`config.mk`:
```
export PLATFORM = sky130hd
export DESIGN_NAME = branch_predictor
export DESIGN_NICKNAME = d
export VERILOG_FILES = /design/src/rtl/bp_pkg.sv /design/src/rtl/sat_counter.sv /design/src/rtl/branch_predictor.sv
export SDC_FILE = /design/constraint.sdc
export NUM_CORES = 2
export LEC_CHECK = 0
export BUFFER_PORTS_ARGS = -buffer_cell sky130_fd_sc_hd__buf_2
export CORE_MARGIN = 1.5
export CORE_UTILIZATION = 30
export CTS_CLUSTER_DIAMETER = 50
export DETAILED_ROUTE_END_ITERATION = 7
export GPL_TIMING_DRIVEN = 0
export SLEW_MARGIN = 40
export SYNTH_ARGS = -nofsm -noshare
export SYNTH_HDL_FRONTEND = slang
export SYNTH_SLANG_ARGS = --single-unit
```
`constraint.sdc`:
```
create_clock -name clk -period 9.2 [get_ports clk]
set_clock_uncertainty 0.05 [all_clocks]
set_input_delay 0 -clock clk [delete_from_list [all_inputs] [get_ports clk]]
set_output_delay 0 -clock clk [all_outputs]
set_load 0.05 [all_outputs]
```
`src/rtl/bp_pkg.sv`:
```
`default_nettype none
// ============================================================================
// Package     : bp_pkg
// Description : Shared definitions for the IF-stage branch predictor.
//               Counter encodings, PC-to-index/tag helpers, and the
//               reference entry layout for the default 16-entry, 32-bit
//               configuration.
// Revision    : 1.0 - initial release
// ============================================================================
package bp_pkg;

    // 2-bit direction counter encodings. The MSB is the taken prediction.
    localparam logic [1:0] CNT_WEAK_NT = 2'b01;
    localparam logic [1:0] CNT_WEAK_T  = 2'b10;

    // Geometry of the default configuration, used by bp_entry_t.
    localparam int BP_DEF_PC_W  = 32;
    localparam int BP_DEF_IDX_W = 4;
    localparam int BP_DEF_TAG_W = BP_DEF_PC_W - BP_DEF_IDX_W - 2;

    // One table entry for the default geometry. The parametrised top uses a
    // local struct with the same field order.
    typedef struct packed {
        logic                    valid;
        logic [BP_DEF_TAG_W-1:0] tag;
        logic [BP_DEF_PC_W-1:0]  target;
        logic [1:0]              cnt;
    } bp_entry_t;

    // Index = pc[idx_w+1:2]. Operates on a 64-bit widened PC; callers
    // truncate the result to their index width.
    function automatic logic [63:0] idx_of(input logic [63:0] pc, input int idx_w);
        return (pc >> 2) & ((64'd1 << idx_w) - 64'd1);
    endfunction

    // Tag = pc[PC_W-1:idx_w+2]. Callers truncate to their tag width.
    function automatic logic [63:0] tag_of(input logic [63:0] pc, input int idx_w);
        return pc >> (idx_w + 2);
    endfunction

endpackage
`default_nettype wire

```
`src/rtl/sat_counter.sv`:
```
`default_nettype none
// ============================================================================
// Module      : sat_counter
// Description : Up/down counter that saturates at 0 and 2^W-1, with a
//               synchronous load that takes priority over counting.
//               Simultaneous inc and dec hold the value.
// Ports       : clk, rst_n      - clock, async active-low reset
//               i_inc, i_dec    - count up / down by one
//               i_load, i_load_val - load a value
//               o_cnt           - current count (registered)
// Revision    : 1.0 - initial release
// ============================================================================
module sat_counter #(
    parameter int           W       = 2,
    parameter logic [W-1:0] RST_VAL = '0
) (
    input  logic         clk,
    input  logic         rst_n,
    input  logic         i_inc,
    input  logic         i_dec,
    input  logic         i_load,
    input  logic [W-1:0] i_load_val,
    output logic [W-1:0] o_cnt
);

    logic [W-1:0] r_cnt;

    always_ff @(posedge clk or negedge rst_n) begin
        if (!rst_n) begin
            r_cnt <= RST_VAL;
        end else if (i_load) begin
            r_cnt <= i_load_val;
        end else if (i_inc && !i_dec && (r_cnt != '1)) begin
            r_cnt <= r_cnt + W'(1);
        end else if (i_dec && !i_inc && (r_cnt != '0)) begin
            r_cnt <= r_cnt - W'(1);
        end
    end

    assign o_cnt = r_cnt;

endmodule
`default_nettype wire

```
`src/rtl/branch_predictor.sv`:
```
`default_nettype none
// ============================================================================
// Module      : branch_predictor
// Description : Direct-mapped branch target buffer with per-entry saturating
//               direction counters. Combinational lookup for the IF PC,
//               training from ID-stage branch resolution.
// Ports       : clk, rst_n                     - clock, async active-low reset
//               lookup_pc                      - IF fetch PC
//               pred_hit/pred_taken/pred_target - prediction for lookup_pc
//               upd_valid/upd_pc/upd_taken/upd_target/upd_mispredict
//                                              - resolved branch from ID
//               flush_all                      - invalidate all entries
//               stat_lookups/stat_mispredicts  - saturating perf counters
// Revision    : 1.0 - initial release
// ============================================================================
module branch_predictor
    import bp_pkg::*;
#(
    parameter int ENTRIES = 16,
    parameter int PC_W    = 32,
    parameter int CNT_W   = 2,
    parameter int STAT_W  = 16
) (
    input  logic              clk,
    input  logic              rst_n,
    input  logic [PC_W-1:0]   lookup_pc,
    output logic              pred_hit,
    output logic              pred_taken,
    output logic [PC_W-1:0]   pred_target,
    input  logic              upd_valid,
    input  logic [PC_W-1:0]   upd_pc,
    input  logic              upd_taken,
    input  logic [PC_W-1:0]   upd_target,
    input  logic              upd_mispredict,
    input  logic              flush_all,
    output logic [STAT_W-1:0] stat_lookups,
    output logic [STAT_W-1:0] stat_mispredicts
);

    localparam int IDX_W = $clog2(ENTRIES);
    localparam int TAG_W = PC_W - IDX_W - 2;

    // Weak encodings for any counter width: 0111.. and 1000..
    localparam logic [CNT_W-1:0] c_WEAK_NT = {1'b0, {(CNT_W-1){1'b1}}};
    localparam logic [CNT_W-1:0] c_WEAK_T  = {1'b1, {(CNT_W-1){1'b0}}};

    typedef struct packed {
        logic             valid;
        logic [TAG_W-1:0] tag;
        logic [PC_W-1:0]  target;
        logic [CNT_W-1:0] cnt;
    } entry_t;

    logic [ENTRIES-1:0] r_valid;
    logic [TAG_W-1:0]   r_tag    [ENTRIES];
    logic [PC_W-1:0]    r_target [ENTRIES];
    logic [CNT_W-1:0]   w_cnt    [ENTRIES];

    logic [IDX_W-1:0] w_look_idx, w_upd_idx;
    logic [TAG_W-1:0] w_look_tag, w_upd_tag;
    entry_t           w_look_ent;
    logic             w_hit;
    logic             w_upd_en, w_upd_hit, w_alloc, w_train;

    assign w_look_idx = IDX_W'(idx_of(64'(lookup_pc), IDX_W));
    assign w_look_tag = TAG_W'(tag_of(64'(lookup_pc), IDX_W));
    assign w_upd_idx  = IDX_W'(idx_of(64'(upd_pc), IDX_W));
    assign w_upd_tag  = TAG_W'(tag_of(64'(upd_pc), IDX_W));

    // ---------------- Lookup (reads registered state only, no bypass) ------
    assign w_look_ent = '{valid:  r_valid[w_look_idx],
                          tag:    r_tag[w_look_idx],
                          target: r_target[w_look_idx],
                          cnt:    w_cnt[w_look_idx]};

    assign w_hit       = w_look_ent.valid && (w_look_ent.tag == w_look_tag);
    assign pred_hit    = w_hit;
    assign pred_taken  = w_hit && w_look_ent.cnt[CNT_W-1];
    assign pred_target = w_hit ? w_look_ent.target : '0;

    // ---------------- Update ----------------------------------------------
    // Flush suppresses the update entirely.
    assign w_upd_en  = upd_valid && !flush_all;
    assign w_upd_hit = r_valid[w_upd_idx] && (r_tag[w_upd_idx] == w_upd_tag);
    assign w_alloc   = w_upd_en && !w_upd_hit && upd_taken;
    assign w_train   = w_upd_en && w_upd_hit;

    always_ff @(posedge clk or negedge rst_n) begin
        if (!rst_n) begin
            r_valid <= '0;
            for (int i = 0; i < ENTRIES; i++) begin
                r_tag[i]    <= '0;
                r_target[i] <= '0;
            end
        end else if (flush_all) begin
            r_valid <= '0;
        end else if (w_upd_en && upd_taken) begin
            // Taken outcome: refresh target on a hit, allocate on a miss.
            r_target[w_upd_idx] <= upd_target;
            if (!w_upd_hit) begin
                r_valid[w_upd_idx] <= 1'b1;
                r_tag[w_upd_idx]   <= w_upd_tag;
            end
        end
    end

    // ---------------- Per-entry direction counters -------------------------
    for (genvar gi = 0; gi < ENTRIES; gi++) begin : g_entry
        logic w_sel;
        assign w_sel = (w_upd_idx == IDX_W'(gi));

        sat_counter #(
            .W       (CNT_W),
            .RST_VAL (c_WEAK_NT)
        ) u_cnt (
            .clk        (clk),
            .rst_n      (rst_n),
            .i_inc      (w_train && w_sel && upd_taken),
            .i_dec      (w_train && w_sel && !upd_taken),
            .i_load     (w_alloc && w_sel),
            .i_load_val (c_WEAK_T),
            .o_cnt      (w_cnt[gi])
        );
    end

    // ---------------- Performance counters ---------------------------------
    // Mispredicts are counted even in a flush cycle.
    sat_counter #(
        .W       (STAT_W),
        .RST_VAL ('0)
    ) u_stat_lookups (
        .clk        (clk),
        .rst_n      (rst_n),
        .i_inc      (w_hit),
        .i_dec      (1'b0),
        .i_load     (1'b0),
        .i_load_val ('0),
        .o_cnt      (stat_lookups)
    );

    sat_counter #(
        .W       (STAT_W),
        .RST_VAL ('0)
    ) u_stat_mispredicts (
        .clk        (clk),
        .rst_n      (rst_n),
        .i_inc      (upd_valid && upd_mispredict),
        .i_dec      (1'b0),
        .i_load     (1'b0),
        .i_load_val ('0),
        .o_cnt      (stat_mispredicts)
    );

endmodule
`default_nettype wire

```
==> out/metrics.csv <==
stage,metric,value,unit
grt,grt.total_usage,0.1921,
clock_network,clk_pin_slew,0.05,ns
clock_network,cts_root_buffer,clkbuf_16,
clock_network,clk_latency,0.79,ns
placement,post-dp-hpwl,112100,um
setup_path,crit_path_end_kind,output port,
clock_network,cts_max_path_buffers,3,
setup_path,regToRegSetupSlack,4.26,ns
layout,drive_gt1_frac,0.4941,
sta,hold_violations,0,
setup_path,cp_slowest_stage_delay,0.81,ns
grt,grt_pass1_vias,33300,
grt,grt_max_degree,105,
logic_synthesis,synth_edf_count,0,
setup_path,crit_chain,buf_2 > buf_2 > buf_2 > mux4_2 > xnor2_1 > nand2_1 > o21ai_0 > a31oi_1 > nor4_2 > nand3_1 > buf_2 > buf_4 > nor2b_1 > buf_2,
sta,fmax,157.2,MHz
die,rows,150,
logic_synthesis,synth_top_area_frac,0.4904,
sta,tightest_slew,0.8984,ns
logic_synthesis,synth_warnings,0,
clock_network,post_cts_resized,0,
clock_network,cts_made_buffers,135,
drt,drtAntennaViolNets,0,
layout,final_area,0.05981,mm2
logic_synthesis,syn_nets,3455,
setup_path,cp-start-kind,input pin,
drt,wl,164200,um
setup_path,worst-path-buf-inv,6,
drt,wl_per_cell,27.25,um
setup_path,cpMostUsedCell,buf_2,
setup_path,required,9.15,ns
sta,setup_tns,0,ns
layout,instances_no_fill,6024,
drt,drtIter0Drc,3189,
die,io_pins,168,
sta,finalCritPeriodShare,0.6914,
setup_path,cp_slowest_cell,nor4_2,
placement,port_buffers,141,
drt,num_vias,32600,
setup_path,setup.worst_path.class,in -> out,
setup_path,worstPathMaxFanout,10,
drt,vias_per_cell,5.412,
sta,slew_headroom,0.4011,
logic_synthesis,ys_seq_elements,1008,
drt,drc,0,
setup_path,arrival,6.31,ns
grt,antenna_found_initial,17,
layout,syn2layout_area_growth,18.15,%
logic_synthesis,synthArstFlopShare,1.000,
grt,grt_pass1_wl,238300,um
die,die_y,413.8,um
die,die_w,413.8,um
min_path,hold_class,in -> reg,
placement,placed_area,0.05458,mm2
placement,gp_congestion,0.9252,
sta,rsz0062_at_grt,no,
run,cap_violations,0,
clock_network,cts_tree,done,
power_and_ir_drop,p_leak,26.72,nW
run_status,status,finished clean,
logic_synthesis,post_synth.cell_area_avg,15.11,um2
sta,final-setup-viol-count,0,
clock_network,cts.sinks,1008,
clock_network,cts_setup_buffers,0,
logic_synthesis,synth_area_leaders,"dfrtp_1 (49%), mux2_2 (21%), mux4_2 (17%), mux2i_1 (2.0%), clkbuf_1 (1.2%)",
grt,gr-total-overflow,0,
drt,dr.pass1.iters,7,
logic_synthesis,syn_area,0.05062,mm2
power_and_ir_drop,powerDensity,209.8,mW/mm2
sta,period_minus_slack,6.361,ns
logic_synthesis,yosysTopAreaCell,dfrtp_1,
die,coreArea,0.1674,mm2
power_and_ir_drop,ir_drop,0.0001613,V
layout,post-route-util,0.3573,
logic_synthesis,synth_ff_type,dfrtp_1,
logic_synthesis,yosysSeqAreaShare,0.4987,
placement,dp_cells,5709,
die,start_util,0.3024,
layout,fin_nets,3815,
logic_synthesis,syn-instance-count,3351,
die,die-area,0.1712,mm2
setup_path,critPathTopFamily,buffers and inverters,
sta,slew_violations,0,
logic_synthesis,ys_types,70,
clock_network,htreeDepth,4,
[where the power goes]
part | switching (W) | internal, W | total, W
Clock | 0.00214 | 0.00314 | 0.00528
Combinational | 0.000866 | 0.00102 | 0.00189
Sequential | 0.000369 | 0.00501 | 0.00538
[path summary, 6_finish.rpt]
| path | startpoint | end | cells after the start |
|---|---|---|---|
| setup / recovery | lookup_pc[2] | pred_target[1] | 14 |
| hold / removal | upd_target[3] | r_target[35] | 3 |
| setup reg to reg | r_tag[74] | u_stat_lookups.o_cnt[4] | 11 |
| hold reg to reg | u_stat_mispredicts.o_cnt[9] | u_stat_mispredicts.o_cnt[9] | 1 |
| max in group asynchronous | rst_n | r_tag[74] | 7 |
| min in group asynchronous | rst_n | u_stat_lookups.o_cnt[7] | 4 |
[cell usage after synthesis (all sizes together), types with 6 or more instances]
| cell type | count |
|---|---|
| and2 | 7 |
| nand2b | 8 |
| dfstp | 16 |
| mux2i | 101 |
| clkbuf | 168 |
| a221oi | 11 |
| nor4 | 13 |
| nor3b | 9 |
| nand4 | 15 |
| nor3 | 17 |
| dfrtp | 992 |
| mux4 | 372 |
| and3 | 8 |
| xnor2 | 55 |
| nand2 | 86 |
| nand3 | 32 |
| nor2b | 47 |
| a21o | 16 |
| o22ai | 10 |
| o21ai | 38 |
| a311oi | 6 |
| a21oi | 28 |
| mux2 | 937 |
| a22oi | 29 |
| inv | 33 |
| xor2 | 30 |
| nor2 | 66 |
| o41ai | 6 |
| a31oi | 8 |
| buf | 124 |
[logic make-up (layout without fill, tap and decap cells)]
| family | Yosys count | after routing | synth area share |
|---|---|---|---|
| simple gates | 327 | 327 | 0.03460 |
| other cells | 0 | 3 | 0 |
| compound gates | 194 | 194 | 0.02669 |
| xor+xnor | 85 | 85 | 0.01471 |
| mux | 1410 | 1410 | 0.3939 |
| flops | 1008 | 1008 | 0.4987 |
| buf+inv | 325 | 791 | 0.03092 |
| fa+ha+maj | 2 | 2 | 0.0004942 |
[repair_timing]
item | CTS | global route
setup endpoints to repair | 0 | 0
hold endpoints to repair | 1338 | 0
hold buffers | 69 | 0
[cell type report]
| cell class | instances | area [um2] |
|---|---|---|
| fillers | 16180 | 107600 |
| flip-flops and latches | 1008 | 25240 |
| multi-input cells | 2018 | 23870 |
| clock buffers | 182 | 3767 |
| well taps | 2204 | 2758 |
| repair buffers | 223 | 1774 |
| plain buffers | 292 | 1523 |
| clock inverters | 61 | 739.5 |
| inverters | 33 | 123.9 |
| diodes | 3 | 7.507 |
[tightest hold or removal path, cell delays in order]
cell and delay (ns):
dlygate4sd3_1 0.52, buf_2 0.16, mux2_2 0.16
[per-stage QoR]
step	total power (W)	hold slack, ns	worst slack (ns)
floorplan	0.006626	-0.3456	5.849
global placement	0.007228	0.2686	-14.34
detailed placement	0.007298	-0.1262	2.823
CTS	0.01265	0.005806	2.818
global route	0.01304	0.04619	2.836
finish	0.01255	0.05410	2.839
[sequential cells by signal, indices dropped and copies added, names as in the netlist]
signal and flops:
u_stat_mispredicts.o_cnt 16, r_valid 16, r_target 512, r_tag 416, u_stat_lookups.o_cnt 16, g_entry.u_cnt.o_cnt 32
[routing by layer]
metal / part of all wire / global-route usage
met3: 0.071 / 0.04322
met5: 0.00035 / 0
met4: 0.047 / 0.08658
met2: 0.45 / 0.2926
met1: 0.43 / 0.2607
[cells in the final DEF, fill, tap and decap left out, types with 9 or more instances in the layout]
cell type	Yosys	layout
mux2_1	14	14
nand2_2	9	9
mux2_2	923	923
dfrtp_1	992	992
buf_2	39	194
a221oi_1	11	11
inv_1	31	31
buf_6	22	22
buf_4	35	35
a21o_1	16	16
inv_6	0	11
nor3b_1	9	9
a22oi_1	29	29
buf_1	28	12
nor4_1	13	12
mux2i_1	101	101
clkbuf_1	168	147
buf_16	0	13
nand4_1	15	15
nor2_2	0	11
nor2b_1	47	46
o21ai_0	34	34
clkinv_2	0	18
a21oi_1	28	28
xor2_1	30	30
xnor2_1	55	55
dlygate4sd3_1	0	68
clkbuf_16	0	137
dfstp_2	16	16
nand2_1	74	74
clkbuf_8	0	17
o22ai_1	10	10
nand3_1	32	32
clkbuf_2	0	50
nor2_1	62	49
mux4_2	372	372
nor3_1	16	16
Note: power is estimated with default switching activity, not from simulation.
